### src/rtl/approx_mul_err_monitor.sv
// Error-statistics monitor for an 8x8 approximate multiplier: compares Out against IN1*IN2 over a run.
// Optional signed bias accumulator (sum_err, bias_ovf) enabled by defining ERR_MONITOR_BIAS_EN.
module approx_mul_err_monitor #(
  parameter int WIDTH     = 8,
  parameter int N_SAMPLES = 65536,
  parameter int ACC_W     = 48,
  parameter int CNT_W     = 17
) (
  input  logic                   clk,
  input  logic                   rst,
  input  logic                   start,
  input  logic                   in_valid,
  output logic                   in_ready,
  input  logic [WIDTH-1:0]       IN1,
  input  logic [WIDTH-1:0]       IN2,
  input  logic [2*WIDTH-1:0]     Out,
  output logic                   busy,
  output logic                   done,
  output logic [CNT_W-1:0]       sample_cnt,
  output logic [CNT_W-1:0]       err_cnt,
  output logic [ACC_W-1:0]       sum_sq_err,
  output logic [2*WIDTH-1:0]     max_abs_err,
`ifdef ERR_MONITOR_BIAS_EN
  output logic signed [ACC_W-1:0] sum_err,
  output logic                   bias_ovf,
`endif
  output logic                   acc_ovf
);

  localparam int PW  = 2 * WIDTH;
  localparam int SQW = 2 * PW;
  localparam int SW  = ((ACC_W > SQW) ? ACC_W : SQW) + 1;

  typedef enum logic [1:0] {S_IDLE, S_RUN, S_DRAIN, S_DONE} state_t;

  state_t r_state, w_next;

  logic                 r_s1_vld, r_s2_vld;
  logic signed [PW:0]   r_s1_e;
  logic [SQW-1:0]       r_s2_sq;

  logic                 w_accept, w_last, w_start_run;
  logic [PW-1:0]        w_prod, w_abs;
  logic signed [PW:0]   w_e;
  logic [SQW-1:0]       w_sq;
  logic [SW-1:0]        w_sum_ext;
  logic                 w_sat;

  assign in_ready    = (r_state == S_RUN);
  assign busy        = (r_state == S_RUN) || (r_state == S_DRAIN);
  assign done        = (r_state == S_DONE);
  assign w_accept    = in_valid && in_ready;
  assign w_last      = (sample_cnt == CNT_W'(N_SAMPLES - 1));
  assign w_start_run = start && ((r_state == S_IDLE) || (r_state == S_DONE));

  assign w_prod = PW'(IN1) * PW'(IN2);
  assign w_e    = signed'({1'b0, Out}) - signed'({1'b0, w_prod});
  // |e| always fits PW bits: e ranges over [-(2^W-1)^2, 2^PW-1]
  assign w_abs  = r_s1_e[PW] ? PW'(-r_s1_e) : PW'(r_s1_e);
  assign w_sq   = SQW'(w_abs) * SQW'(w_abs);

  assign w_sum_ext = SW'(sum_sq_err) + SW'(r_s2_sq);
  assign w_sat     = |w_sum_ext[SW-1:ACC_W];

`ifdef ERR_MONITOR_BIAS_EN
  localparam int BW = ((ACC_W > PW + 1) ? ACC_W : PW + 1) + 1;
  logic signed [BW-1:0] w_bias;
  logic                 w_bias_ovf;
  assign w_bias     = BW'(sum_err) + BW'(r_s1_e);
  // in range only when every bit from ACC_W-1 upward equals the sign
  assign w_bias_ovf = !((&w_bias[BW-1:ACC_W-1]) || !(|w_bias[BW-1:ACC_W-1]));
`endif

  always_comb begin
    w_next = r_state;
    case (r_state)
      S_IDLE:  if (start) w_next = S_RUN;
      S_RUN:   if (w_accept && w_last) w_next = S_DRAIN;
      S_DRAIN: if (!r_s1_vld && !r_s2_vld) w_next = S_DONE;
      S_DONE:  if (start) w_next = S_RUN;
      default: w_next = S_IDLE;
    endcase
  end

  always_ff @(posedge clk or posedge rst) begin
    if (rst) begin
      r_state     <= S_IDLE;
      r_s1_vld    <= 1'b0;
      r_s2_vld    <= 1'b0;
      r_s1_e      <= '0;
      r_s2_sq     <= '0;
      sample_cnt  <= '0;
      err_cnt     <= '0;
      sum_sq_err  <= '0;
      max_abs_err <= '0;
      acc_ovf     <= 1'b0;
`ifdef ERR_MONITOR_BIAS_EN
      sum_err     <= '0;
      bias_ovf    <= 1'b0;
`endif
    end else begin
      r_state  <= w_next;
      r_s1_vld <= w_accept;
      r_s2_vld <= r_s1_vld;
      if (w_accept) r_s1_e  <= w_e;
      if (r_s1_vld) r_s2_sq <= w_sq;
      if (w_start_run) begin
        sample_cnt  <= '0;
        err_cnt     <= '0;
        sum_sq_err  <= '0;
        max_abs_err <= '0;
        acc_ovf     <= 1'b0;
`ifdef ERR_MONITOR_BIAS_EN
        sum_err     <= '0;
        bias_ovf    <= 1'b0;
`endif
      end else begin
        if (w_accept) sample_cnt <= sample_cnt + CNT_W'(1);
        if (r_s1_vld) begin
          if (r_s1_e != '0) err_cnt <= err_cnt + CNT_W'(1);
          if (w_abs > max_abs_err) max_abs_err <= w_abs;
`ifdef ERR_MONITOR_BIAS_EN
          if (w_bias_ovf) begin
            bias_ovf <= 1'b1;
            sum_err  <= w_bias[BW-1] ? {1'b1, {(ACC_W-1){1'b0}}} : {1'b0, {(ACC_W-1){1'b1}}};
          end else begin
            sum_err  <= w_bias[ACC_W-1:0];
          end
`endif
        end
        if (r_s2_vld) begin
          if (w_sat) begin
            sum_sq_err <= '1;
            acc_ovf    <= 1'b1;
          end else begin
            sum_sq_err <= w_sum_ext[ACC_W-1:0];
          end
        end
      end
    end
  end

endmodule

### config.mk
export PLATFORM = sky130hd
export DESIGN_NAME = approx_mul_err_monitor
export DESIGN_NICKNAME = d
export VERILOG_FILES = /design/src/rtl/approx_mul_err_monitor.sv
export SDC_FILE = /design/constraint.sdc
export NUM_CORES = 1
export LEC_CHECK = 0
export CORE_MARGIN = 2
export CORE_UTILIZATION = 43
export DETAILED_ROUTE_END_ITERATION = 7
export PLACE_DENSITY = 0.65
export SETUP_SLACK_MARGIN = 0.02
export SLEW_MARGIN = 20
export SYNTH_ARGS = -nofsm -noshare
export SYNTH_HDL_FRONTEND = slang
export SYNTH_SLANG_ARGS = --single-unit
### constraint.sdc
create_clock -name clk -period 10.05 [get_ports clk]
set_clock_uncertainty 0.1 [all_clocks]
set_input_delay 3.015 -clock clk [delete_from_list [all_inputs] [get_ports clk]]
set_output_delay 3.015 -clock clk [all_outputs]
set_load 0.1 [all_outputs]
After elaboration in Yosys (flattened, before gate mapping)
Index checks and enable logic that the tools add are counted.

Logic and storage cells: 65. Flip-flop bits (word level): 152. Input port bits: 36. Output and inout bits: 102.

$lt $le $gt $ge: 1. Add/subtract/negate cells: 5. Reductions and logical operators: 21. $mul: 2. Multiplexer cells: 19. Equality and inequality tests: 7.

Operators by type and width (number): two-way mux 48 bit (3); two-way mux 17 bit (5); two-way mux 16 bit (4); adder 48 x 32 -> 49 bit (1); adder 17 x 1 -> 17 bit (second input constant) (2); multiplier 16 x 16 -> 32 bit (1); == test 17 x 16 -> 1 bit (second input constant) (1); nonzero test 17 bit (1); subtractor 16 x 16 -> 17 bit (1); > comparator 16 bit (1); multiplier 8 x 8 -> 16 bit (1); negator 16 bit (1); nonzero test 2 bit (6); two-way mux 2 bit (3); != test 2 x 1 -> 1 bit (second input constant) (3); one-hot mux 2 bit (3 select lines) (1); AND reduction 2 bit (3); == test 2 bit (second input constant) (2); logical AND 1 bit (4); two-way mux 1 bit (3); AND reduction 3 bit (1); == test 2 x 1 -> 1 bit (second input constant) (1); logical NOT 1 bit (2); logical NOT 2 bit (1); 2 further kinds (3).

Logic depth before layout (Yosys ltp)
Word-level depth: 6. Depth in mapped cells: 32. Gate-level depth less buffers: 30.

Worst setup path after synthesis
Ideal clock, no wire load.

Path type: reg-to-reg. Start: register r_s1_e[6]. End: register r_s2_sq[31]. Library setup time: 139 ps. Stages on the path, launching flop included: 28. Data arrival time: 8052 ps. Period minus slack after synthesis: 8290 ps. Required time: 9811 ps. Slack: 1760 ps. Cells stage by stage: dfrtp_1 or4_4 or3_2 o31ai_1 xor2_1 clkinv_1 nand2_1 inv_1 fa_1 inv_1 fa_1 inv_1 fa_1 inv_1 fa_1 fa_1 inv_1 fa_1 ha_1 a21o_1 nor3_1 nor2_1 a221oi_1 a21oi_1 o31a_1 o21ai_0 a211oi_1 or4_1.

Longest elaborated chain between the ends: 3.

RTL lines: start, declared (line 39) `logic signed [PW:0] r_s1_e;`; start signal, assigned (line 105) `if (w_accept) r_s1_e <= w_e;`; negator 16 bit (line 59) `assign w_abs = r_s1_e[PW] ? PW'(-r_s1_e) : PW'(r_s1_e);`; two-way mux 16 bit (*) (line 59); multiplier 16 x 16 -> 32 bit (*) (line 60) `assign w_sq = SQW'(w_abs) * SQW'(w_abs);`; end signal, assigned (line 106) `if (r_s1_vld) r_s2_sq <= w_sq;`; end, declared (line 40) `logic [SQW-1:0] r_s2_sq;`.

Mark *: on every way between the ends. The rest lies on a longest branch, timed or not. A chain may end at the register's enable or synchronous reset.

Worst setup path after layout
Same ends and word-level chain as after synthesis.

==> impl_metrics.csv <==
group,metric,value,unit
synthesis,synth-xor-area-share,5.09,%
global_route,first_global_vias,15044,
die,io_pins,138,
setup_path,reg2reg_setup_slack,0.75,ns
setup_path,worstRegToRegCells,27,
route,drtIter0Drc,738,
clocking,root_buffer,"clkbuf_16",
setup_path,slowest_stage,"or4_4",
global_route,grt-ovfl-total,0,
global_route,use_met1,28.7,%
global_route,grt_util_met3,2.95,%
route,drc_errors,0,
placed_design,gp_congestion,0.925,
clocking,ctsLongestPathBuffers,2,
synthesis,synthAdderAreaFrac,36.2,%
route,dr.pass1.iters,5,
timing,rsz0062_at_grt,"no",
cells_and_area,final_common_cell,"inv_1",
synthesis,synth_top_family_by_area,"adder cells",
die,die-area,0.0448,sq mm
setup_path,crit_arrival,9.53,ns
setup_path,end_kind,"register",
cells_and_area,final_cell_mix,"inv_1 (351), fa_1 (214), nand2_1 (195)",
synthesis,synthCells,2063,
clocking,numCtsBuffers,17,
die,initial_utilization,43.3,%
timing,setup_viol,0,
clocking,cts_tree,"done",
global_route,track_usage,21.7,%
synthesis,avgSynthCellArea,8.98,sq um
global_route,gr-usage-met2,36.9,%
die,dieHeight,212,um
timing,hold_violations,0,
synthesis,yosysSeqAreaShare,20.4,%
run,drv_cap,0,
synthesis,async_flop_share,100,%
cells_and_area,drive_gt1_share,5.65,%
timing,setup_tns,0,ns
synthesis,synthDistinctLibCells,86,
global_route,grt_pass1_wl,76.9,mm
synthesis,syn-num-nets,2505,
timing,worstMarginPinSlew,1.08,ns
setup_path,crit_path_max_incr_delay,0.57,ns
timing,period_needed,9.30,ns
clocking,clk_latency,0.45,ns
synthesis,synth-main-ff-cell,"dfrtp_1",
synthesis,synth_compound_gate_area_share,12.5,%
timing,relSlewSlack,28.1,%
synthesis,syn_area,0.0185,sq mm
timing,maxSlewViolCount,0,
worst_hold_path,whs_path_depth,1,
setup_path,cpMostUsedCell,"fa_1",
global_route,grt_start_max_net_pins,94,
synthesis,synthSimpleGateAreaFrac,14.8,%
clocking,cts_sinks,151,
setup_path,cp.required,10.27,ns
worst_hold_path,min_path_type,"register to register",
synthesis,synth_edf_count,0,
clocking,cts_resized,0,
route,wire_per_inst,17.0,um
global_route,busiest_layer,"met2",
clocking,cts-hold-fix-buffers,0,
synthesis,synth-seq-cells,151,
synthesis,yosys_warnings,0,
setup_path,path_class,"register to register",
clocking,htree_levels,4,
route,viasPerCell,5.41,
synthesis,synth_mux_area_share,2.36,%
placed_design,place_hpwl,37.2,mm
global_route,antenna_found_initial,1,
outcome,status,"finished, final reports clean",
route,via_count,14821,
placed_design,io_buffers,137,
die,core,0.0428,sq mm
setup_path,start_kind,"register",
route,routed_wl,46.7,mm
clocking,cts_setup_buffers,0,
cells_and_area,nNetsFinal,2624,
timing,fin_crit_sh,92.6,%
route,ant_nets,0,
cells_and_area,syn_to_final_growth,14.1,%
timing,fmax,0.107,GHz
clocking,path_clk_slew,0.07,ns
setup_path,critical_path_peak_fanout,10,
die,die_w,212,um
die,rows,76,
## logic make-up after synthesis
family	Yosys count
buffers and inverters	422
adder cells (fa/ha/maj)	407
AND/OR/NAND/NOR	571
multiplexers	41
XOR/XNOR	106
AO/OA/AOI/OAI	365
flip-flops	151
## registers in the layout, summed over array words and instances, names as in the netlist
signal / flops
max_abs_err: 16
r_s1_e: 17
r_s1_vld: 1
err_cnt: 17
r_s2_vld: 1
sum_sq_err: 48
r_s2_sq: 31
r_state: 2
sample_cnt: 17
acc_ovf: 1
## worst paths after layout
kind	startpoint	to
max	r_s1_e[6]$_DFFE_PP0P_	r_s2_sq[31]$_DFFE_PP0P_
min	r_s2_sq[25]$_DFFE_PP0P_	r_s2_sq[25]$_DFFE_PP0P_
max reg2reg	r_s1_e[6]$_DFFE_PP0P_	r_s2_sq[31]$_DFFE_PP0P_
min reg2reg	r_s2_sq[25]$_DFFE_PP0P_	r_s2_sq[25]$_DFFE_PP0P_
max in group asynchronous	rst	r_s2_vld$_DFF_PP0_
min in group asynchronous	rst	err_cnt[7]$_DFFE_PP0P_
## stage by stage
step / setup WS (ns) / std cells / hold WS [ns] / cell area (sq um) / util [%]
final: 0.747 / 2742 / 0.407 / 21100 / 49.4
after global routing: 0.228 / 2741 / 0.428 / 21100 / 49.4
after CTS: 0.758 / 2741 / 0.410 / 21100 / 49.4
after detailed placement: 0.765 / 2709 / 0.389 / 20500 / 48.0
after global placement: 1.13 / 2709 / 0.392 / 20500 / 48.0
after floorplan: 1.76 / 2063 / 0.356 / 18500 / -
## layout make-up
class / count / area (sq um)
fillers: 4084 / 21700
multi-input cells: 1490 / 13200
flip-flops and latches: 151 / 3780
repair buffers: 162 / 1560
inverters: 360 / 1360
well taps: 546 / 683
clock buffers: 20 / 457
clock inverters: 12 / 139
diodes: 1 / 2.50
## routing by layer
layer	wire length (um)	up-vias
met2	23000	356
met3	2070	67
met4	1130	0
li1	-	7025
met5	0	-
met1	20500	7373
## synthesized netlist by cell type (7+ instances only)
library cell | instances | share of area [%]
mux2i_1 | 19 | 1.0
and3_1 | 26 | 0.88
a21oi_1 | 117 | 3.2
xor2_1 | 56 | 2.6
nor2b_1 | 7 | 0.24
nand2_1 | 195 | 4.0
o211ai_1 | 8 | 0.32
or3_1 | 12 | 0.41
ha_1 | 192 | 13
a31oi_1 | 9 | 0.30
o21a_1 | 17 | 0.69
o31ai_1 | 13 | 0.53
a21o_1 | 45 | 1.8
fa_1 | 214 | 23
clkbuf_1 | 50 | 1.0
inv_1 | 352 | 7.1
o21ai_2 | 10 | 0.47
o21ai_0 | 82 | 2.2
nand3_1 | 24 | 0.65
a211oi_1 | 7 | 0.28
and2_1 | 47 | 1.6
nand2b_1 | 7 | 0.24
nand4_1 | 38 | 1.3
mux2_2 | 22 | 1.3
nor3_1 | 25 | 0.68
nor2_1 | 145 | 2.9
xnor2_1 | 48 | 2.3
dfrtp_1 | 151 | 20
## worst max-delay path, delay by kind of cell (launching register included)
family                   cells  cell delay (ns)
AO/OA/AOI/OAI                7             1.72
XOR/XNOR                     1             0.57
adder cells (fa/ha/maj)      7             3.35
buffers and inverters        6             0.86
flip-flops                   1             0.42
AND/OR/NAND/NOR              6             2.14
Power is left out: the tool's default activity adds up to more than one toggle a clock period on the data nets, which glitch-free logic cannot reach.
